<file path="config.mk">
export PLATFORM = sky130hd
export DESIGN_NAME = vco_phase_decoder
export DESIGN_NICKNAME = d
export VERILOG_FILES = /design/src/rtl/vco_phase_decoder.sv
export SDC_FILE = /design/constraint.sdc
export NUM_CORES = 1
export LEC_CHECK = 0
export BUFFER_PORTS_ARGS = -buffer_cell sky130_fd_sc_hd__buf_2
export CORE_ASPECT_RATIO = 0.5
export CORE_MARGIN = 2
export CORE_UTILIZATION = 40
export DETAILED_ROUTE_END_ITERATION = 12
export HOLD_SLACK_MARGIN = 0.03
export PLACE_DENSITY = 0.64
export SLEW_MARGIN = 40
export SYNTH_ARGS = -nofsm -noshare
export SYNTH_HDL_FRONTEND = slang
export SYNTH_SLANG_ARGS = --single-unit
</file>
<file path="constraint.sdc">
create_clock -name clk -period 6.5 [get_ports clk]
set_clock_uncertainty 0.2 [all_clocks]
set_input_delay 0.325 -clock clk [delete_from_list [all_inputs] [get_ports clk]]
set_output_delay 0.325 -clock clk [all_outputs]
set_load 0.02 [all_outputs]
</file>
<file path="src/rtl/vco_phase_decoder.sv">
// VCO phase decoder: synchronizes the raw ring-oscillator phase bus, decodes
// the Johnson-coded phase into an index, accumulates per-sample phase
// advances over 2^OSR_LOG2 samples and presents each total through a
// valid/ready handshake with a sticky overrun flag.
module vco_phase_decoder #(
  parameter int PHASE_WIDTH = 11,
  parameter int OSR_LOG2    = 9,
  parameter int OUT_WIDTH   = 16
) (
`ifdef USE_POWER_PINS
  inout  wire                    vccd2,
  inout  wire                    vssd2,
`endif
  input  logic                   clk,
  input  logic                   rst,
  input  logic                   en,
  input  logic [PHASE_WIDTH-1:0] p,
  output logic                   vco_enb,
  output logic [OUT_WIDTH-1:0]   out_data,
  output logic                   out_valid,
  input  logic                   out_ready,
  output logic                   overrun,
  output logic                   code_err
);

  // Number of legal phase states and derived widths.
  localparam int NSTATES = 2 * PHASE_WIDTH;
  localparam int IDX_W   = $clog2(NSTATES);
  // Worst case per word is (2N-1) * 2^OSR_LOG2, which fits in IDX_W + OSR_LOG2 bits.
  localparam int ACC_W   = IDX_W + OSR_LOG2;

  localparam logic [PHASE_WIDTH-1:0] PH_ONE  = PHASE_WIDTH'(1'b1);
  localparam logic [PHASE_WIDTH-1:0] PH_ZERO = {PHASE_WIDTH{1'b0}};
  localparam logic [IDX_W-1:0]       N_IDX   = IDX_W'(PHASE_WIDTH);
  localparam logic [IDX_W-1:0]       S_IDX   = IDX_W'(NSTATES);
  localparam logic [IDX_W-1:0]       IDX_0   = {IDX_W{1'b0}};
  localparam logic [ACC_W-1:0]       ACC_0   = {ACC_W{1'b0}};
  localparam logic [OSR_LOG2-1:0]    CNT_0   = {OSR_LOG2{1'b0}};
  localparam logic [OSR_LOG2-1:0]    CNT_1   = OSR_LOG2'(1'b1);
  localparam logic [OSR_LOG2-1:0]    CNT_MAX = {OSR_LOG2{1'b1}};

  typedef enum logic [1:0] {
    IDLE   = 2'b00,
    WARMUP = 2'b01,
    RUN    = 2'b10
  } state_t;

  // Population count of a phase word.
  function automatic logic [IDX_W-1:0] count_ones(input logic [PHASE_WIDTH-1:0] v);
    logic [IDX_W-1:0] n;
    n = IDX_0;
    for (int i = 0; i < PHASE_WIDTH; i++) begin
      n = n + IDX_W'(v[i]);
    end
    return n;
  endfunction

  // True when v is a run of ones anchored at bit 0 (includes all-zero and all-one).
  function automatic logic is_thermo(input logic [PHASE_WIDTH-1:0] v);
    logic [PHASE_WIDTH-1:0] inc;
    inc = v + PH_ONE;
    return ((v & inc) == PH_ZERO);
  endfunction

  state_t                 state_r;
  state_t                 state_s;
  logic [1:0]             warm_cnt_r;
  logic [PHASE_WIDTH-1:0] p_meta_r;
  logic [PHASE_WIDTH-1:0] p_sync_r;
  logic [IDX_W-1:0]       idx_prev_r;
  logic [ACC_W-1:0]       acc_r;
  logic [OSR_LOG2-1:0]    cnt_r;
  logic                   vco_enb_r;
  logic [OUT_WIDTH-1:0]   out_data_r;
  logic                   out_valid_r;
  logic                   overrun_r;
  logic                   code_err_r;

  logic                   legal_s;
  logic [IDX_W-1:0]       code_idx_s;
  logic [IDX_W-1:0]       idx_s;
  logic [IDX_W-1:0]       delta_s;
  logic [ACC_W-1:0]       acc_sum_s;
  logic                   warm_done_s;
  logic                   load_prev_s;
  logic                   run_s;
  logic                   use_s;
  logic                   wrap_s;
  logic                   accept_s;

  // Two-flop synchronizer for the asynchronous phase bus.
  always_ff @(posedge clk) begin
    if (rst) begin
      p_meta_r <= PH_ZERO;
      p_sync_r <= PH_ZERO;
    end else begin
      p_meta_r <= p;
      p_sync_r <= p_meta_r;
    end
  end

  // Johnson decode: low-anchored ones give k = popcount, otherwise low-anchored
  // zeros give k = N + zero count; anything else is an illegal code.
  always_comb begin
    legal_s    = 1'b0;
    code_idx_s = IDX_0;
    if (is_thermo(p_sync_r)) begin
      legal_s    = 1'b1;
      code_idx_s = count_ones(p_sync_r);
    end else if (is_thermo(~p_sync_r)) begin
      legal_s    = 1'b1;
      code_idx_s = N_IDX + count_ones(~p_sync_r);
    end else begin
      legal_s    = 1'b0;
      code_idx_s = IDX_0;
    end
  end

  // Effective index (held on illegal code) and modular phase advance.
  always_comb begin
    idx_s   = legal_s ? code_idx_s : idx_prev_r;
    delta_s = IDX_0;
    if (idx_s >= idx_prev_r) begin
      delta_s = idx_s - idx_prev_r;
    end else begin
      delta_s = idx_s + S_IDX - idx_prev_r;
    end
    acc_sum_s = acc_r + ACC_W'(delta_s);
  end

  // Next-state logic and the per-cycle qualifiers derived from the state.
  always_comb begin
    state_s     = state_r;
    warm_done_s = (warm_cnt_r == 2'd2);
    case (state_r)
      IDLE: begin
        if (en) begin
          state_s = WARMUP;
        end else begin
          state_s = IDLE;
        end
      end
      WARMUP: begin
        if (!en) begin
          state_s = IDLE;
        end else if (warm_done_s) begin
          state_s = RUN;
        end else begin
          state_s = WARMUP;
        end
      end
      RUN: begin
        if (!en) begin
          state_s = IDLE;
        end else begin
          state_s = RUN;
        end
      end
      default: begin
        state_s = IDLE;
      end
    endcase
    load_prev_s = (state_r == WARMUP) && en && warm_done_s;
    run_s       = (state_r == RUN) && en;
    use_s       = load_prev_s || run_s;
    wrap_s      = run_s && (cnt_r == CNT_MAX);
    accept_s    = out_valid_r && out_ready;
  end

  // State register, warm-up counter and VCO enable registered from next state.
  always_ff @(posedge clk) begin
    if (rst) begin
      state_r    <= IDLE;
      warm_cnt_r <= 2'd0;
      vco_enb_r  <= 1'b1;
    end else begin
      state_r   <= state_s;
      vco_enb_r <= (state_s == IDLE);
      if ((state_r == WARMUP) && (state_s == WARMUP)) begin
        warm_cnt_r <= warm_cnt_r + 2'd1;
      end else begin
        warm_cnt_r <= 2'd0;
      end
    end
  end

  // Previous-index tracking, accumulation, sample counting and code error pulse.
  always_ff @(posedge clk) begin
    if (rst) begin
      idx_prev_r <= IDX_0;
      acc_r      <= ACC_0;
      cnt_r      <= CNT_0;
      code_err_r <= 1'b0;
    end else begin
      code_err_r <= use_s && !legal_s;
      if (use_s) begin
        idx_prev_r <= idx_s;
      end
      if (run_s) begin
        cnt_r <= cnt_r + CNT_1;
        if (wrap_s) begin
          acc_r <= ACC_0;
        end else begin
          acc_r <= acc_sum_s;
        end
      end else begin
        // Outside RUN any partial word is discarded.
        acc_r <= ACC_0;
        cnt_r <= CNT_0;
      end
    end
  end

  // Output word register with valid/ready handshake and sticky overrun.
  always_ff @(posedge clk) begin
    if (rst) begin
      out_data_r  <= {OUT_WIDTH{1'b0}};
      out_valid_r <= 1'b0;
      overrun_r   <= 1'b0;
    end else begin
      if (wrap_s) begin
        out_data_r  <= OUT_WIDTH'(acc_sum_s);
        out_valid_r <= 1'b1;
        if (out_valid_r && !out_ready) begin
          overrun_r <= 1'b1;
        end
      end else if (accept_s) begin
        out_valid_r <= 1'b0;
      end
    end
  end

  assign vco_enb   = vco_enb_r;
  assign out_data  = out_data_r;
  assign out_valid = out_valid_r;
  assign overrun   = overrun_r;
  assign code_err  = code_err_r;

endmodule

</file>
==> results.py <==
metrics = {
    "min_path": {
        "min_path_type": "primary input to flop",
    },
    "placement": {
        "dp_hpwl_mm": 5.501,
        "gp_congestion": 0.7881,
        "io_buffers": 32,
        "place_ws_ns": 0.09132,
    },
    "detailed_routing": {
        "drc": 0,
        "via_per_inst": 4.802,
        "dr.pass1.iters": 4,
        "drtIter0Drc": 130,
        "antenna_left": 0,
        "vias": 2905,
        "post_drt_wl_per_cell_um": 13.03,
        "wl_mm": 7.881,
    },
    "clock_network": {
        "clock-sinks": 72,
        "clockBufferDepth": 2,
        "clkTransAtPathRegs_ns": 0.05,
        "cts-htree-levels": 3,
        "insertion_delay_ns": 0.33,
        "cts_buffers": 9,
        "root_buffer": "clkbuf_16",
        "tritoncts": "yes",
    },
    "timing": {
        "fmax_mhz": 156.8,
        "drv_slew": 0,
        "setup_tns_ns": 0,
        "relSlewSlack": 0.6026,
        "rsz0062_at_grt": "true",
        "hold_slack_ns": 0.1084,
        "tightest_slew_ns": 0.5946,
        "setup_viol": 0,
        "setup_ws_ns": 0.1213,
        "min_period_over_period": 0.9813,
        "post-route-min-period_ns": 6.379,
        "hold_viol": 0,
    },
    "global_route": {
        "grt_overflow": 0,
        "grt_pass1_vias": 2728,
        "grtUsageTotal": 0.1530,
        "antenna_found_initial": 0,
        "grt_pass1_wl_mm": 12.73,
        "grt_max_degree": 47,
    },
    "layout": {
        "layout-drive-gt1-share": 0.2000,
        "nets": 529,
        "syn2layout_area_growth_pct": 22.63,
        "antennaDiodeCount": 0,
    },
    "yosys": {
        "netlist_area_um2": 3914,
        "synth.distinct_cells": 52,
        "synth-edff-count": 0,
        "synthTopCellsByCount": "72 x dfxtp_1, 45 x inv_1, 45 x nor2_1",
        "synthArstFlopShare": 0,
        "synth_seq_cells": 72,
        "synthCells": 412,
        "synth.area.top_cells": "dfxtp_1 37%, ha_1 9.9%, fa_1 9.2%",
        "yosys_warnings": 0,
        "yosysTopAreaCellShare": 0.3683,
        "ys_seq_area_frac": 0.3683,
        "yosysTopAreaCell": "dfxtp_1",
        "synthFlopType": "dfxtp_1",
        "yosysMostFrequentCell": "dfxtp_1",
        "avgSynthCellArea_um2": 9.499,
    },
    "worst_setup_path": {
        "cp.arrival_ns": 6.37,
        "start_kind": "flop",
        "crit_fanout": 5,
        "r2r_setup_slack_ns": 0.12,
        "endpoint_kind": "flop",
        "crit_required_ns": 6.49,
        "critical_path_class": "flop to flop",
    },
    "outcome": {
        "status": "finished, final reports clean",
    },
    "floorplan": {
        "row_count": 25,
        "core_um2": 9478,
        "die_area_um2": 10640,
        "dieHeight_um": 73.95,
        "die_w_um": 143.9,
        "num_io_pins": 35,
        "initial_utilization": 0.4129,
    },
    "run": {
        "drv_cap": 0,
    },
    "power_and_ir_drop": {
        "power_density_nw_per_um2": 255.5,
        "ir_worst_vdd_mv": 0.1614,
        "p_leak_nw": 1.963,
        "finalPower_mw": 1.226,
    },
}
final cells by class:
cell class / count / area (µm²)
fillers: 861 / 4678
flip-flops and latches: 72 / 1445
clock buffers: 13 / 250.2
repair buffers: 54 / 359.1
inverters: 45 / 168.9
multi-input cells: 283 / 2390
well taps: 135 / 168.9
clock inverters: 3 / 17.52
power breakdown:
group          leakage (nW)  internal, mW  switching [mW]
Sequential            0.586         0.449         0.00506
Combinational          1.25         0.164           0.167
Clock                 0.130         0.267           0.174
Total                  1.96         0.880           0.346
cell families after synthesis:
group	count (synthesis)	synth area share
compound gates	63	0.1129
other cells	1	0.0009582
buf+inv	58	0.05882
mux	11	0.02909
simple gates	131	0.1784
fa+ha+maj	49	0.1912
flops	72	0.3683
xor+xnor	27	0.06042
worst max-delay path, stage by stage, from the launching register on:
cell,delay [ns]
dfxtp_2,0.33
fa_1,0.55
inv_2,0.04
fa_1,0.47
fa_1,0.56
fa_1,0.43
ha_2,0.21
fa_2,0.61
mux2i_4,0.08
mux2_4,0.31
ha_4,0.27
inv_2,0.04
ha_4,0.15
fa_1,0.46
mux2_4,0.29
ha_4,0.23
nor2b_4,0.12
o31a_1,0.34
o211ai_1,0.22
xor2_1,0.22
a211oi_1,0.09
per-stage QoR:
| stage | std cells | cell area (µm²) | utilization |
|---|---|---|---|
| 2_1_floorplan | 413 | 3918 | - |
| 3_3_place_gp | 570 | 4208 | 0.4440 |
| 3_5_place_dp | 570 | 4208 | 0.4440 |
| 4_1_cts | 597 | 4586 | 0.4838 |
| 5_1_grt | 605 | 4800 | 0.5064 |
| 6_report | 605 | 4800 | 0.5064 |
metal layers:
layer | up-vias | part of all wire | GRT usage
met5 | - | 0 | 0
met3 | 6 | 0.036 | 0.03863
met4 | 0 | 0.0061 | 0.04902
li1 | 1473 | - | -
met2 | 57 | 0.49 | 0.2561
met1 | 1369 | 0.47 | 0.1984
state kept, by name (all words and copies together) (netlist names):
name / cells
acc_r: 14
cnt_r: 9
p_meta_r: 11
overrun: 1
idx_prev_r: 5
p_sync_r: 11
out_valid: 1
out_data: 14
warm_cnt_r: 2
code_err: 1
state_r: 2
vco_enb: 1
cell usage in the layout (no fill, tap or decap), types with 3 or more instances in the layout:
cell type	instances
o21a_1	3
dfxtp_2	3
clkbuf_16	9
nor2_1	45
nand3b_1	3
buf_4	11
a32oi_1	4
inv_1	42
o21ai_0	7
clkbuf_1	3
o21ai_1	3
a211oi_1	8
ha_4	4
nand4_1	3
dlygate4sd3_1	11
o21bai_1	3
fa_2	3
mux2i_1	7
inv_2	3
nand2_1	15
xnor2_1	8
and3_1	5
fa_1	15
a21oi_1	12
ha_1	26
nand3_1	13
nor2b_1	30
o21ai_2	3
buf_2	31
xor2_1	17
or2_2	3
dfxtp_1	69
worst paths after layout:
kind	startpoint	to	depth (start not counted)
hold reg to reg	warm_cnt_r[0]	warm_cnt_r[0]	1
setup / recovery	p_sync_r[4]	out_data[10]	20
hold / removal	out_ready	out_valid	3
setup reg to reg	p_sync_r[4]	out_data[10]	20
repair_timing:
action	in CTS	in global routing
buffers inserted	0	8
hold buffers	11	0
resized for setup	0	35
setup endpoints to repair	0	19
hold endpoints to repair	11	0
Note: power is estimated with default switching activity, not from simulation.
